### src/rtl/logic_axi4_stream_packet_generator_if.sv
// AXI4-Stream transmit bundle driven by the packet generator.
// The master side drives every tx_* signal. The slave side returns only tx_tready.
interface logic_axi4_stream_packet_generator_if #(
  parameter int TDATA_BYTES = 4,
  parameter int TDEST_WIDTH = 1,
  parameter int TUSER_WIDTH = 1,
  parameter int TID_WIDTH   = 1
);
  logic                       tx_tvalid;
  logic                       tx_tready;
  logic                       tx_tlast;
  logic [TDATA_BYTES*8-1:0]   tx_tdata;
  logic [TDATA_BYTES-1:0]     tx_tkeep;
  logic [TDATA_BYTES-1:0]     tx_tstrb;
  logic [TDEST_WIDTH-1:0]     tx_tdest;
  logic [TUSER_WIDTH-1:0]     tx_tuser;
  logic [TID_WIDTH-1:0]       tx_tid;

  modport master (
    output tx_tvalid, tx_tlast, tx_tdata, tx_tkeep, tx_tstrb, tx_tdest, tx_tuser, tx_tid,
    input  tx_tready
  );

  modport slave (
    input  tx_tvalid, tx_tlast, tx_tdata, tx_tkeep, tx_tstrb, tx_tdest, tx_tuser, tx_tid,
    output tx_tready
  );
endinterface

### src/rtl/logic_axi4_stream_packet_generator.sv
// AXI4-Stream packet source. It turns a (length, seed, sideband) command into one packet.
// The payload is an incrementing byte pattern. The last beat carries a partial tkeep/tstrb.
module logic_axi4_stream_packet_generator #(
  parameter int TDATA_BYTES  = 4,
  parameter int TDEST_WIDTH  = 1,
  parameter int TUSER_WIDTH  = 1,
  parameter int TID_WIDTH    = 1,
  parameter int LENGTH_WIDTH = 16
) (
  input  logic                    aclk,
  input  logic                    areset_n,
  input  logic                    cmd_valid,
  output logic                    cmd_ready,
  input  logic [LENGTH_WIDTH-1:0] cmd_length,
  input  logic [7:0]              cmd_seed,
  input  logic [TDEST_WIDTH-1:0]  cmd_tdest,
  input  logic [TID_WIDTH-1:0]    cmd_tid,
  input  logic [TUSER_WIDTH-1:0]  cmd_tuser,
  logic_axi4_stream_packet_generator_if.master tx,
  output logic                    busy,
  output logic [31:0]             packet_count
);
  typedef enum logic {IDLE = 1'b0, SEND = 1'b1} state_t;

  localparam logic [LENGTH_WIDTH:0]   BEAT_BYTES = (LENGTH_WIDTH+1)'(TDATA_BYTES);
  localparam logic [LENGTH_WIDTH-1:0] BEAT_LEN   = LENGTH_WIDTH'(TDATA_BYTES);
  localparam logic [7:0]              BASE_STEP  = 8'(TDATA_BYTES);

  state_t                   state_q, state_d;
  logic [LENGTH_WIDTH-1:0]  rem_q, rem_d;
  logic [7:0]               base_q, base_d;
  logic                     tvalid_q, tvalid_d;
  logic                     tlast_q, tlast_d;
  logic [TDATA_BYTES*8-1:0] tdata_q, tdata_d;
  logic [TDATA_BYTES-1:0]   tkeep_q, tkeep_d;
  logic [TDEST_WIDTH-1:0]   tdest_q, tdest_d;
  logic [TUSER_WIDTH-1:0]   tuser_q, tuser_d;
  logic [TID_WIDTH-1:0]     tid_q, tid_d;
  logic                     busy_q, busy_d;
  logic [31:0]              count_q, count_d;

  logic                     load;
  logic [LENGTH_WIDTH-1:0]  load_rem;
  logic [7:0]               load_base;
  logic [LENGTH_WIDTH:0]    load_rem_x;
  logic                     beat_last;
  logic [TDATA_BYTES-1:0]   beat_keep;
  logic [TDATA_BYTES*8-1:0] beat_data;

  // A beat is loaded either from a fresh command or after a non-last handshake.
  // The subtraction only happens when remaining > TDATA_BYTES, so it cannot underflow.
  always_comb begin
    load      = 1'b0;
    load_rem  = rem_q;
    load_base = base_q;
    if (state_q == IDLE) begin
      if (cmd_valid && (cmd_length != '0)) begin
        load      = 1'b1;
        load_rem  = cmd_length;
        load_base = cmd_seed;
      end
    end else if (tvalid_q && tx.tx_tready && !tlast_q) begin
      load      = 1'b1;
      load_rem  = rem_q - BEAT_LEN;
      load_base = base_q + BASE_STEP;
    end
  end

  assign load_rem_x = {1'b0, load_rem};
  assign beat_last  = (load_rem_x <= BEAT_BYTES);

  genvar gi;
  for (gi = 0; gi < TDATA_BYTES; gi++) begin : g_lane
    assign beat_keep[gi]        = (load_rem_x > (LENGTH_WIDTH+1)'(gi));
    assign beat_data[gi*8 +: 8] = beat_keep[gi] ? (load_base + 8'(gi)) : 8'h00;
  end

  always_comb begin
    state_d  = state_q;
    rem_d    = rem_q;
    base_d   = base_q;
    tvalid_d = tvalid_q;
    tlast_d  = tlast_q;
    tdata_d  = tdata_q;
    tkeep_d  = tkeep_q;
    tdest_d  = tdest_q;
    tuser_d  = tuser_q;
    tid_d    = tid_q;
    busy_d   = busy_q;
    count_d  = count_q;
    case (state_q)
      IDLE: begin
        if (cmd_valid && (cmd_length != '0)) begin
          state_d = SEND;
          busy_d  = 1'b1;
          tdest_d = cmd_tdest;
          tuser_d = cmd_tuser;
          tid_d   = cmd_tid;
        end
      end
      SEND: begin
        if (tvalid_q && tx.tx_tready && tlast_q) begin
          state_d  = IDLE;
          busy_d   = 1'b0;
          tvalid_d = 1'b0;
          tlast_d  = 1'b0;
          count_d  = count_q + 32'd1;
        end
      end
      default: state_d = IDLE;
    endcase
    if (load) begin
      rem_d    = load_rem;
      base_d   = load_base;
      tvalid_d = 1'b1;
      tlast_d  = beat_last;
      tdata_d  = beat_data;
      tkeep_d  = beat_keep;
    end
  end

  always_ff @(posedge aclk) begin
    if (!areset_n) begin
      state_q  <= IDLE;
      rem_q    <= '0;
      base_q   <= '0;
      tvalid_q <= 1'b0;
      tlast_q  <= 1'b0;
      tdata_q  <= '0;
      tkeep_q  <= '0;
      tdest_q  <= '0;
      tuser_q  <= '0;
      tid_q    <= '0;
      busy_q   <= 1'b0;
      count_q  <= '0;
    end else begin
      state_q  <= state_d;
      rem_q    <= rem_d;
      base_q   <= base_d;
      tvalid_q <= tvalid_d;
      tlast_q  <= tlast_d;
      tdata_q  <= tdata_d;
      tkeep_q  <= tkeep_d;
      tdest_q  <= tdest_d;
      tuser_q  <= tuser_d;
      tid_q    <= tid_d;
      busy_q   <= busy_d;
      count_q  <= count_d;
    end
  end

  // Gated by areset_n so no command is offered while reset is held.
  assign cmd_ready    = areset_n && (state_q == IDLE);

  assign tx.tx_tvalid = tvalid_q;
  assign tx.tx_tlast  = tlast_q;
  assign tx.tx_tdata  = tdata_q;
  assign tx.tx_tkeep  = tkeep_q;
  assign tx.tx_tstrb  = tkeep_q;
  assign tx.tx_tdest  = tdest_q;
  assign tx.tx_tuser  = tuser_q;
  assign tx.tx_tid    = tid_q;
  assign busy         = busy_q;
  assign packet_count = count_q;
endmodule

### src/flat_wrapper.sv
// flat-port wrapper written by rule: the top's interface ports become plain ports
module logic_axi4_stream_packet_generator_flat 
#(
  parameter int TDATA_BYTES  = 4,
  parameter int TDEST_WIDTH  = 1,
  parameter int TUSER_WIDTH  = 1,
  parameter int TID_WIDTH    = 1,
  parameter int LENGTH_WIDTH = 16
)
  (aclk, areset_n, cmd_valid, cmd_ready, cmd_length, cmd_seed, cmd_tdest, cmd_tid, cmd_tuser, busy, packet_count, tx_tx_tvalid, tx_tx_tlast, tx_tx_tdata, tx_tx_tkeep, tx_tx_tstrb, tx_tx_tdest, tx_tx_tuser, tx_tx_tid, tx_tx_tready);
  logic_axi4_stream_packet_generator_if #(.TDATA_BYTES(TDATA_BYTES), .TDEST_WIDTH(TDEST_WIDTH), .TUSER_WIDTH(TUSER_WIDTH), .TID_WIDTH(TID_WIDTH)) tx_i ();
  input  logic aclk;
  input  logic areset_n;
  input  logic cmd_valid;
  output logic cmd_ready;
  input  logic [LENGTH_WIDTH-1:0] cmd_length;
  input  logic [7:0] cmd_seed;
  input  logic [TDEST_WIDTH-1:0] cmd_tdest;
  input  logic [TID_WIDTH-1:0] cmd_tid;
  input  logic [TUSER_WIDTH-1:0] cmd_tuser;
  output logic busy;
  output logic [31:0] packet_count;
  output wire logic [$bits(tx_i.tx_tvalid)-1:0] tx_tx_tvalid;
  output wire logic [$bits(tx_i.tx_tlast)-1:0] tx_tx_tlast;
  output wire logic [$bits(tx_i.tx_tdata)-1:0] tx_tx_tdata;
  output wire logic [$bits(tx_i.tx_tkeep)-1:0] tx_tx_tkeep;
  output wire logic [$bits(tx_i.tx_tstrb)-1:0] tx_tx_tstrb;
  output wire logic [$bits(tx_i.tx_tdest)-1:0] tx_tx_tdest;
  output wire logic [$bits(tx_i.tx_tuser)-1:0] tx_tx_tuser;
  output wire logic [$bits(tx_i.tx_tid)-1:0] tx_tx_tid;
  input wire logic [$bits(tx_i.tx_tready)-1:0] tx_tx_tready;
  assign tx_tx_tvalid = tx_i.tx_tvalid;
  assign tx_tx_tlast = tx_i.tx_tlast;
  assign tx_tx_tdata = tx_i.tx_tdata;
  assign tx_tx_tkeep = tx_i.tx_tkeep;
  assign tx_tx_tstrb = tx_i.tx_tstrb;
  assign tx_tx_tdest = tx_i.tx_tdest;
  assign tx_tx_tuser = tx_i.tx_tuser;
  assign tx_tx_tid = tx_i.tx_tid;
  assign tx_i.tx_tready = tx_tx_tready;
  logic_axi4_stream_packet_generator #(.TDATA_BYTES(TDATA_BYTES), .TDEST_WIDTH(TDEST_WIDTH), .TUSER_WIDTH(TUSER_WIDTH), .TID_WIDTH(TID_WIDTH), .LENGTH_WIDTH(LENGTH_WIDTH)) u_core (.aclk(aclk), .areset_n(areset_n), .cmd_valid(cmd_valid), .cmd_ready(cmd_ready), .cmd_length(cmd_length), .cmd_seed(cmd_seed), .cmd_tdest(cmd_tdest), .cmd_tid(cmd_tid), .cmd_tuser(cmd_tuser), .tx(tx_i), .busy(busy), .packet_count(packet_count));
endmodule
### config.mk
export PLATFORM = sky130hd
export DESIGN_NAME = logic_axi4_stream_packet_generator_flat
export DESIGN_NICKNAME = d
export VERILOG_FILES = /design/src/rtl/logic_axi4_stream_packet_generator_if.sv /design/src/rtl/logic_axi4_stream_packet_generator.sv /design/src/flat_wrapper.sv
export SDC_FILE = /design/constraint.sdc
export NUM_CORES = 1
export LEC_CHECK = 0
export ABC_CLOCK_PERIOD_IN_PS = 5000
export CAP_MARGIN = 20
export CORE_MARGIN = 2
export CORE_UTILIZATION = 30
export CTS_BUF_LIST = sky130_fd_sc_hd__clkbuf_16
export DETAILED_ROUTE_END_ITERATION = 16
export SETUP_SLACK_MARGIN = 0.4
export SKIP_LAST_GASP = 1
export SYNTH_ARGS = -nofsm -noshare
export SYNTH_HDL_FRONTEND = slang
export SYNTH_SLANG_ARGS = --single-unit
### constraint.sdc
create_clock -name aclk -period 5 [get_ports aclk]
set_input_delay 1 -clock aclk [delete_from_list [all_inputs] [get_ports aclk]]
set_output_delay 1 -clock aclk [all_outputs]
set_load 0.05 [all_outputs]
==> results of run 1 <==
## flip-flops by register name, summed over array words and instances (netlist names)
| signal | flops |
|---|---|
| u_core.tx.tx_tdata | 32 |
| u_core.tx.tx_tlast | 1 |
| u_core.tx.tx_tid | 1 |
| u_core.packet_count | 32 |
| u_core.tx.tx_tuser | 1 |
| u_core.busy | 1 |
| u_core.tx.tx_tkeep | 4 |
| u_core.base_q | 8 |
| u_core.tx.tx_tdest | 1 |
| u_core.state_q | 1 |
| u_core.rem_q | 16 |
| u_core.tx.tx_tvalid | 1 |
## critical path: stages
cell and delay, ns:
sky130_fd_sc_hd__clkdlybuf4s50_1 0.60, sky130_fd_sc_hd__and4b_1 0.65, sky130_fd_sc_hd__a21oi_1 0.20, sky130_fd_sc_hd__a221oi_1 0.63
sky130_fd_sc_hd__nand4b_4 0.17, sky130_fd_sc_hd__nor4_2 0.35, sky130_fd_sc_hd__and3_1 0.51, sky130_fd_sc_hd__a211oi_1 0.14
## per-stage QoR
step                area, sq um  util (%)  setup WS (ns)
floorplan                  4870         -           1.15
global placement           6210      39.1          0.666
detailed placement         6210      39.1          0.582
CTS                        6520      41.0          0.993
global route               6520      41.0          0.770
finish                     6520      41.0          0.949
## power groups by stage
| stage | logic [W] | clock network (W) | registers (W) |
|---|---|---|---|
| floorplan | 0.000190 | 0 | 0.000968 |
| global placement | 0.000433 | 0 | 0.000882 |
| detailed placement | 0.000434 | 0 | 0.000883 |
| CTS | 0.000435 | 0.000752 | 0.000865 |
| global route | 0.000464 | 0.000781 | 0.000870 |
| finish | 0.000435 | 0.000736 | 0.000865 |
## Yosys cell counts (5+ instances only)
library cell               count  share of area (%)
sky130_fd_sc_hd__dfxtp_1      99                 41
sky130_fd_sc_hd__nand4_1      12                1.5
sky130_fd_sc_hd__xor2_1       21                3.8
sky130_fd_sc_hd__ha_1          7                1.8
sky130_fd_sc_hd__a211oi_1      5               0.77
sky130_fd_sc_hd__or3_1         7               0.90
sky130_fd_sc_hd__and3_1        8                1.0
sky130_fd_sc_hd__nand2_1      87                6.7
sky130_fd_sc_hd__clkbuf_1     17                1.3
sky130_fd_sc_hd__inv_1        13                1.0
sky130_fd_sc_hd__nor4_1        8                1.0
sky130_fd_sc_hd__mux2i_1       6                1.2
sky130_fd_sc_hd__nand3_1      20                2.1
sky130_fd_sc_hd__nor2_1       77                5.9
sky130_fd_sc_hd__nor3_1       14                1.4
sky130_fd_sc_hd__nand2b_1      6               0.77
sky130_fd_sc_hd__a31oi_1       6               0.77
sky130_fd_sc_hd__a21oi_1      29                3.0
sky130_fd_sc_hd__o21ai_0      29                3.0
sky130_fd_sc_hd__xnor2_1      24                4.3
sky130_fd_sc_hd__and2_1       10                1.3
## path summary, 6_finish.rpt
kind	cells after the start	end	startpoint	slack, ns
worst max-delay path	8	u_core.tx.tx_tkeep[0]$_SDFFE_PN0N_	tx_tx_tready	0.95
worst min-delay path	2	u_core.tx.tx_tdata[19]$_SDFFE_PN0N_	u_core.tx.tx_tdata[19]$_SDFFE_PN0N_	0.46
worst max register to register	8	u_core.tx.tx_tkeep[0]$_SDFFE_PN0N_	u_core.state_q$_SDFF_PN0_	1.64
worst min register to register	2	u_core.tx.tx_tdata[19]$_SDFFE_PN0N_	u_core.tx.tx_tdata[19]$_SDFFE_PN0N_	0.46
## final cells by class
class / instances / area, sq um / area share [%]
inverter: 13 / 48.8 / 0.749
clock inverter: 7 / 83.8 / 1.29
timing repair buffer: 126 / 1220 / 18.7
clock buffer: 9 / 225 / 3.45
tap: 216 / 270 / 4.15
multi-input combinational: 448 / 2690 / 41.3
sequential: 99 / 1980 / 30.4
## layer usage
layer  track usage (%)  vias to the layer above
met5                 0                        -
met4              5.86                        0
met3              5.25                       23
met2              27.3                      137
met1              20.1                     2156
li1                  -                     2279
## logic make-up (layout without fill, tap and decap cells)
kind of cell | count (synthesis) | after routing | share of synthesized area, %
compound gates | 110 | 110 | 15.4
fa+ha+maj | 7 | 7 | 1.80
simple gates | 277 | 277 | 28.1
mux | 9 | 9 | 1.93
buf+inv | 42 | 155 | 3.96
xor+xnor | 45 | 45 | 8.10
flops | 99 | 99 | 40.7
==> flow_summary.html, run 1 <==
<table>
<tr><th>Metric</th><th>Value</th></tr>
<tr><th colspan="2">Route</th></tr>
<tr><td>Detailed-route wire length per cell</td><td>15.8 microns</td></tr>
<tr><td>Met3 WL post-DR</td><td>1.02 mm</td></tr>
<tr><td>Highest metal layer used by the detailed router</td><td>met4</td></tr>
<tr><td>Post-detailed-route DRC marker count</td><td>0</td></tr>
<tr><td>1st-iter DRT viols</td><td>284</td></tr>
<tr><td>Routed wl met2</td><td>6.76 mm</td></tr>
<tr><td>Total iterations of the first detailed-routing run</td><td>5</td></tr>
<tr><td>Vias after detailed routing</td><td>4595</td></tr>
<tr><td>Met1 wire length</td><td>6.39 mm</td></tr>
<tr><td>Final wirelength</td><td>14.5 mm</td></tr>
<tr><td>Post-route antenna net violation count</td><td>0</td></tr>
<tr><td>Detail-routed via count per cell</td><td>5.01</td></tr>
<tr><th colspan="2">Logic synthesis</th></tr>
<tr><td>Synthesized instance count</td><td>589</td></tr>
<tr><td>Share of synthesized flip-flops with an asynchronous set or reset</td><td>0%</td></tr>
<tr><td>Flip-flop and latch count after synthesis</td><td>99</td></tr>
<tr><td>Yosys synthesis warning count</td><td>0</td></tr>
<tr><td>Sequential cell area fraction in the yosys report</td><td>40.7%</td></tr>
<tr><td>Leading register cell type out of synthesis</td><td>sky130_fd_sc_hd__dfxtp_1</td></tr>
<tr><td>Number of synthesized flops with an enable pin</td><td>0</td></tr>
<tr><td>Mean post-synth cell area</td><td>8.26 sq um</td></tr>
<tr><td>Unique cell type count in the Yosys netlist</td><td>67</td></tr>
<tr><td>Syn_nets</td><td>627</td></tr>
<tr><td>Post-synth design cell area</td><td>4870 sq um</td></tr>
<tr><th colspan="2">Critical path</th></tr>
<tr><td>Critical Path Start Type</td><td>primary input</td></tr>
<tr><td>Worst path arrival time</td><td>4.26 ns</td></tr>
<tr><td>Critical setup path kind</td><td>primary input to flop</td></tr>
<tr><td>Endpoint class of the critical path</td><td>flop</td></tr>
<tr><td>Crit-path max FO</td><td>17</td></tr>
<tr><td>Endpoint required time on the critical path</td><td>5.21 ns</td></tr>
<tr><th colspan="2">Pwr</th></tr>
<tr><td>Combinational share of power</td><td>21.4%</td></tr>
<tr><td>Reported leakage power</td><td>2.29 nW</td></tr>
<tr><td>Part of the total power dissipated in the clock network</td><td>36.2%</td></tr>
<tr><td>Proportion of power drawn by flip-flops and latches</td><td>42.5%</td></tr>
<tr><td>Switching fraction of total power</td><td>30.1%</td></tr>
<tr><td>Worst ir drop on vdd</td><td>0.182 mV</td></tr>
<tr><td>Internal Dissipation</td><td>0.00142 W</td></tr>
<tr><td>Power per Cell Area</td><td>312 nW/um^2</td></tr>
<tr><td>Total power draw</td><td>0.00204 W</td></tr>
<tr><td>Sw power</td><td>0.000613 W</td></tr>
<tr><th colspan="2">GRT</th></tr>
<tr><td>Combined global-route utilization of all metal layers</td><td>16.5%</td></tr>
<tr><td>Number of global-route vias before repair</td><td>4263</td></tr>
<tr><td>Remaining global-route overflow</td><td>0</td></tr>
<tr><td>Pin count of the biggest net entering global routing</td><td>58</td></tr>
<tr><td>Initial antenna violation count</td><td>0</td></tr>
<tr><td>First-pass GRT wire length</td><td>22.7 mm</td></tr>
<tr><th colspan="2">Timing</th></tr>
<tr><td>Setup repair after global routing missed its margin</td><td>no</td></tr>
<tr><td>Setup Viol. Count Final</td><td>0</td></tr>
<tr><td>Transition at the pin with the smallest max-transition slack</td><td>0.927 ns</td></tr>
<tr><td>Rel. slew slack</td><td>37.7%</td></tr>
<tr><td>Minimum period implied by the final worst setup slack</td><td>4.05 ns</td></tr>
<tr><td>Part of the cycle the worst path needs</td><td>81.0%</td></tr>
<tr><td>Worst setup skew after layout</td><td>0.0102 ns</td></tr>
<tr><td>Number of pins with negative max-slew slack in the final report</td><td>0</td></tr>
<tr><td>Final hold violations</td><td>0</td></tr>
<tr><td>Fmax</td><td>247 MHz</td></tr>
<tr><td>Worst hold slack</td><td>0.459 ns</td></tr>
<tr><td>Aggregate negative setup slack</td><td>0 ns</td></tr>
<tr><th colspan="2">Place</th></tr>
<tr><td>Placed Instances</td><td>902</td></tr>
<tr><td>PortBufs</td><td>109</td></tr>
<tr><td>Detailed placement HPWL</td><td>10.8 mm</td></tr>
<tr><td>Gp weighted congestion</td><td>0.920</td></tr>
<tr><th colspan="2">Final layout</th></tr>
<tr><td>Fillers</td><td>1610</td></tr>
<tr><td>Share of final-layout standard cells stronger than drive strength 1</td><td>8.69%</td></tr>
<tr><td>Most common cell after layout, fill and taps aside</td><td>sky130_fd_sc_hd__clkdlybuf4s50_1</td></tr>
<tr><td>Commonest non-fill, non-tap cells in the layout</td><td>108 x sky130_fd_sc_hd__clkdlybuf4s50_1, 99 x sky130_fd_sc_hd__dfxtp_1, 87 x sky130_fd_sc_hd__nand2_1, 77 x sky130_fd_sc_hd__nor2_1, 29 x sky130_fd_sc_hd__a21oi_1</td></tr>
<tr><td>Final #Nets</td><td>735</td></tr>
<tr><td>Non-Filler Instances</td><td>918</td></tr>
<tr><td>Antenna diode instance count</td><td>0</td></tr>
<tr><td>Area added between synthesis and finish</td><td>33.9%</td></tr>
<tr><th colspan="2">Clock tree</th></tr>
<tr><td>Clock tree root buffer cell</td><td>sky130_fd_sc_hd__clkbuf_16</td></tr>
<tr><td>Clock latency on the worst-skew pair</td><td>0.35 ns</td></tr>
<tr><td>Inserted Clock Buffers</td><td>9</td></tr>
<tr><td>Total of cells resized after clock tree synthesis</td><td>0</td></tr>
<tr><td>Clock-pin slew on the worst setup and hold paths</td><td>0.07 ns</td></tr>
<tr><td>Post-CTS setup-driven buffer insertion count</td><td>0</td></tr>
<tr><td>TritonCTS clock tree</td><td>done</td></tr>
<tr><td>H-tree levels</td><td>3</td></tr>
<tr><td>Hold buffer count at cts</td><td>0</td></tr>
<tr><td>Largest buffer count on any clock path</td><td>2</td></tr>
<tr><td>Count of clock tree sinks</td><td>99</td></tr>
<tr><th colspan="2">Job</th></tr>
<tr><td>Max-capacitance violation count</td><td>0</td></tr>
<tr><th colspan="2">Floorplan</th></tr>
<tr><td>Placeable core region</td><td>15900 sq um</td></tr>
<tr><td>Number of standard-cell rows in the floorplan</td><td>46</td></tr>
<tr><td>Width of the die</td><td>131 microns</td></tr>
<tr><td>Vertical die dimension</td><td>131 microns</td></tr>
<tr><td>Initial core utilization</td><td>30.6%</td></tr>
<tr><td>Die Footprint</td><td>17300 sq um</td></tr>
<tr><td>Top-level port count</td><td>110</td></tr>
<tr><th colspan="2">Status</th></tr>
<tr><td>Result of the run</td><td>finished, final reports clean</td></tr>
<tr><th colspan="2">Worst hold path</th></tr>
<tr><td>Kind of path behind the tightest hold check</td><td>flop to flop</td></tr>
</table>
No activity file was read; power rests on OpenSTA's default activity.
==> run 2, diff against run 1 <==
--- a/config.mk
+++ b/config.mk
@@ -5,7 +5,7 @@
 export SDC_FILE = /design/constraint.sdc
 export NUM_CORES = 1
 export LEC_CHECK = 0
-export ABC_CLOCK_PERIOD_IN_PS = 5000
+export ABC_CLOCK_PERIOD_IN_PS = 4100
 export CAP_MARGIN = 20
 export CORE_MARGIN = 2
 export CORE_UTILIZATION = 30
==> constraint.sdc (replaced) <==
create_clock -name aclk -period 4.1 [get_ports aclk]
set_input_delay 0.82 -clock aclk [delete_from_list [all_inputs] [get_ports aclk]]
set_output_delay 0.82 -clock aclk [all_outputs]
set_load 0.05 [all_outputs]
==> flow_summary.html, run 2 (synthesized netlist as in run 1, its figures left out) <==
<table>
<tr><th>Metric</th><th>Value</th></tr>
<tr><th colspan="2">Status</th></tr>
<tr><td>Result of the run</td><td>finished, final reports clean</td></tr>
<tr><th colspan="2">Timing</th></tr>
<tr><td>Transition at the pin with the smallest max-transition slack</td><td>0.934 ns</td></tr>
<tr><td>Worst setup slack after layout</td><td>0.626 ns</td></tr>
<tr><td>Part of the cycle the worst path needs</td><td>84.7%</td></tr>
<tr><td>Aggregate negative setup slack</td><td>0 ns</td></tr>
<tr><td>Worst setup skew after layout</td><td>0.00703 ns</td></tr>
<tr><td>Setup Viol. Count Final</td><td>0</td></tr>
<tr><td>Minimum period implied by the final worst setup slack</td><td>3.47 ns</td></tr>
<tr><td>Number of pins with negative max-slew slack in the final report</td><td>0</td></tr>
<tr><td>Final hold violations</td><td>0</td></tr>
<tr><td>Setup repair after global routing missed its margin</td><td>no</td></tr>
<tr><td>Fmax</td><td>288 MHz</td></tr>
<tr><td>Rel. slew slack</td><td>37.3%</td></tr>
<tr><th colspan="2">Critical path</th></tr>
<tr><td>Critical Path Start Type</td><td>primary input</td></tr>
<tr><td>Endpoint required time on the critical path</td><td>4.33 ns</td></tr>
<tr><td>Worst path arrival time</td><td>3.70 ns</td></tr>
<tr><td>Crit-path max FO</td><td>15</td></tr>
<tr><td>Endpoint class of the critical path</td><td>flop</td></tr>
<tr><td>Critical setup path kind</td><td>primary input to flop</td></tr>
<tr><th colspan="2">Floorplan</th></tr>
<tr><td>Width of the die</td><td>131 microns</td></tr>
<tr><td>Top-level port count</td><td>110</td></tr>
<tr><td>Initial core utilization</td><td>30.6%</td></tr>
<tr><td>Number of standard-cell rows in the floorplan</td><td>46</td></tr>
<tr><td>Vertical die dimension</td><td>131 microns</td></tr>
<tr><td>Die Footprint</td><td>17300 sq um</td></tr>
<tr><td>Placeable core region</td><td>15900 sq um</td></tr>
<tr><th colspan="2">Clock tree</th></tr>
<tr><td>Largest buffer count on any clock path</td><td>2</td></tr>
<tr><td>TritonCTS clock tree</td><td>done</td></tr>
<tr><td>Post-CTS setup-driven buffer insertion count</td><td>0</td></tr>
<tr><td>Count of clock tree sinks</td><td>99</td></tr>
<tr><td>Inserted Clock Buffers</td><td>9</td></tr>
<tr><td>Clock-pin slew on the worst setup and hold paths</td><td>0.07 ns</td></tr>
<tr><td>Clock tree root buffer cell</td><td>sky130_fd_sc_hd__clkbuf_16</td></tr>
<tr><td>Clock latency on the worst-skew pair</td><td>0.35 ns</td></tr>
<tr><td>H-tree levels</td><td>3</td></tr>
<tr><th colspan="2">Final layout</th></tr>
<tr><td>Final #Nets</td><td>759</td></tr>
<tr><td>Commonest non-fill, non-tap cells in the layout</td><td>108 x sky130_fd_sc_hd__clkdlybuf4s50_1, 99 x sky130_fd_sc_hd__dfxtp_1, 87 x sky130_fd_sc_hd__nand2_1, 77 x sky130_fd_sc_hd__nor2_1, 40 x sky130_fd_sc_hd__buf_4</td></tr>
<tr><td>Footprint of the flip-flops and latches</td><td>1980 sq um</td></tr>
<tr><td>Most common cell after layout, fill and taps aside</td><td>sky130_fd_sc_hd__clkdlybuf4s50_1</td></tr>
<tr><td>Antenna diode instance count</td><td>0</td></tr>
<tr><td>Final non-filler cell area</td><td>6720 sq um</td></tr>
<tr><td>Post-Route Utilization</td><td>42.3%</td></tr>
<tr><td>Non-Filler Instances</td><td>942</td></tr>
<tr><td>Fillers</td><td>1624</td></tr>
<tr><td>Area added between synthesis and finish</td><td>38.1%</td></tr>
<tr><td>Footprint of the multi-input gates</td><td>2700 sq um</td></tr>
<tr><td>Share of final-layout standard cells stronger than drive strength 1</td><td>12.3%</td></tr>
<tr><th colspan="2">Place</th></tr>
<tr><td>Placed Instances</td><td>926</td></tr>
<tr><td>Gp weighted congestion</td><td>0.879</td></tr>
<tr><td>PortBufs</td><td>109</td></tr>
<tr><td>Total placed instance area</td><td>6410 sq um</td></tr>
<tr><td>Detailed placement HPWL</td><td>11.5 mm</td></tr>
<tr><td>Worst-case setup slack after placement</td><td>0.134 ns</td></tr>
<tr><th colspan="2">Route</th></tr>
<tr><td>Post-detailed-route DRC marker count</td><td>0</td></tr>
<tr><td>Post-route antenna net violation count</td><td>0</td></tr>
<tr><td>Vias after detailed routing</td><td>4700</td></tr>
<tr><td>Detailed-route wire length per cell</td><td>16.1 microns</td></tr>
<tr><td>Total iterations of the first detailed-routing run</td><td>4</td></tr>
<tr><td>Final wirelength</td><td>15.1 mm</td></tr>
<tr><td>1st-iter DRT viols</td><td>312</td></tr>
<tr><td>Detail-routed via count per cell</td><td>4.99</td></tr>
<tr><th colspan="2">Job</th></tr>
<tr><td>Max-capacitance violation count</td><td>0</td></tr>
<tr><th colspan="2">Worst hold path</th></tr>
<tr><td>Kind of path behind the tightest hold check</td><td>flop to flop</td></tr>
<tr><th colspan="2">GRT</th></tr>
<tr><td>Initial antenna violation count</td><td>0</td></tr>
<tr><td>Combined global-route utilization of all metal layers</td><td>17.8%</td></tr>
<tr><td>Remaining global-route overflow</td><td>0</td></tr>
<tr><td>Number of global-route vias before repair</td><td>4642</td></tr>
<tr><td>First-pass GRT wire length</td><td>24.6 mm</td></tr>
<tr><td>Pin count of the biggest net entering global routing</td><td>37</td></tr>
<tr><th colspan="2">Pwr</th></tr>
<tr><td>Worst ir drop on vdd</td><td>0.248 mV</td></tr>
<tr><td>Reported leakage power</td><td>2.41 nW</td></tr>
<tr><td>Power per Cell Area</td><td>367 nW/um^2</td></tr>
</table>
-- run 2: changes by cell type in the layout (fill, tap and decap cells not counted), sizes merged --
cell and change:
clkinvlp +1, inv +2, buf +24, clkinv -2, bufinv -1
-- run 2: worst paths after layout --
path | startpoint | endpoint | slack [ns] | depth (start not counted)
min | u_core.tx.tx_tdata[20]$_SDFFE_PN0N_ | u_core.tx.tx_tdata[20]$_SDFFE_PN0N_ | 0.46 | 2
min reg2reg | u_core.tx.tx_tdata[20]$_SDFFE_PN0N_ | u_core.tx.tx_tdata[20]$_SDFFE_PN0N_ | 0.46 | 2
max reg2reg | u_core.rem_q[9]$_SDFFE_PN0N_ | u_core.tx.tx_tdata[8]$_SDFFE_PN0N_ | 0.95 | 8
max | tx_tx_tready | u_core.tx.tx_tdata[31]$_SDFFE_PN0N_ | 0.63 | 13
-- run 2: timing repair --
action / in CTS / in global routing
endpoints found under the setup margin: 0 / 22
resized for setup: 0 / 3
hold buffers: 0 / 0
-- run 2: area by class of cell --
cell class / count / share of cell area (%)
Clock buffer: 9 / 3.35
Clock inverter: 7 / 1.04
Inverter: 13 / 0.726
Multi-Input combinational cell: 448 / 40.2
Sequential cell: 99 / 29.5
Tap cell: 216 / 4.02
Timing Repair Buffer: 150 / 21.1
-- run 2: per-stage QoR --
step                      hold WS, ns  total power (W)
after floorplan                 0.469          0.00141
after global placement          0.441          0.00163
after detailed placement        0.445          0.00163
after CTS                       0.460          0.00249
after global routing            0.487          0.00257
final                           0.456          0.00247
-- run 2: metal layers --
metal  wire length [microns]  up-vias  part of all wire, %  global-route usage, %
met5                       0        -                    0                      0
met3                     973       21                  6.4                   5.13
met4                     292        0                  1.9                   5.43
met1                    6730     2238                   44                   21.8
met2                    7130      121                   47                   30.1
li1                        -     2320                    -                      -
-- run 2: worst max-delay path, cell delays in order --
cell and delay, ns:
sky130_fd_sc_hd__clkdlybuf4s50_1 0.52, sky130_fd_sc_hd__and4b_2 0.39, sky130_fd_sc_hd__and2_0 0.20, sky130_fd_sc_hd__nor3_1 0.31
sky130_fd_sc_hd__o31a_1 0.23, sky130_fd_sc_hd__ha_1 0.19, sky130_fd_sc_hd__nand3_1 0.08, sky130_fd_sc_hd__a21oi_1 0.16
sky130_fd_sc_hd__a311oi_1 0.09, sky130_fd_sc_hd__nor3b_1 0.27, sky130_fd_sc_hd__nand3_1 0.14, sky130_fd_sc_hd__xnor2_1 0.18
sky130_fd_sc_hd__o21ai_0 0.09
-- run 2: report_power, final --
group          internal, W  switching, W
Clock             0.000472      0.000381
Sequential         0.00101     0.0000444
Combinational     0.000213      0.000343
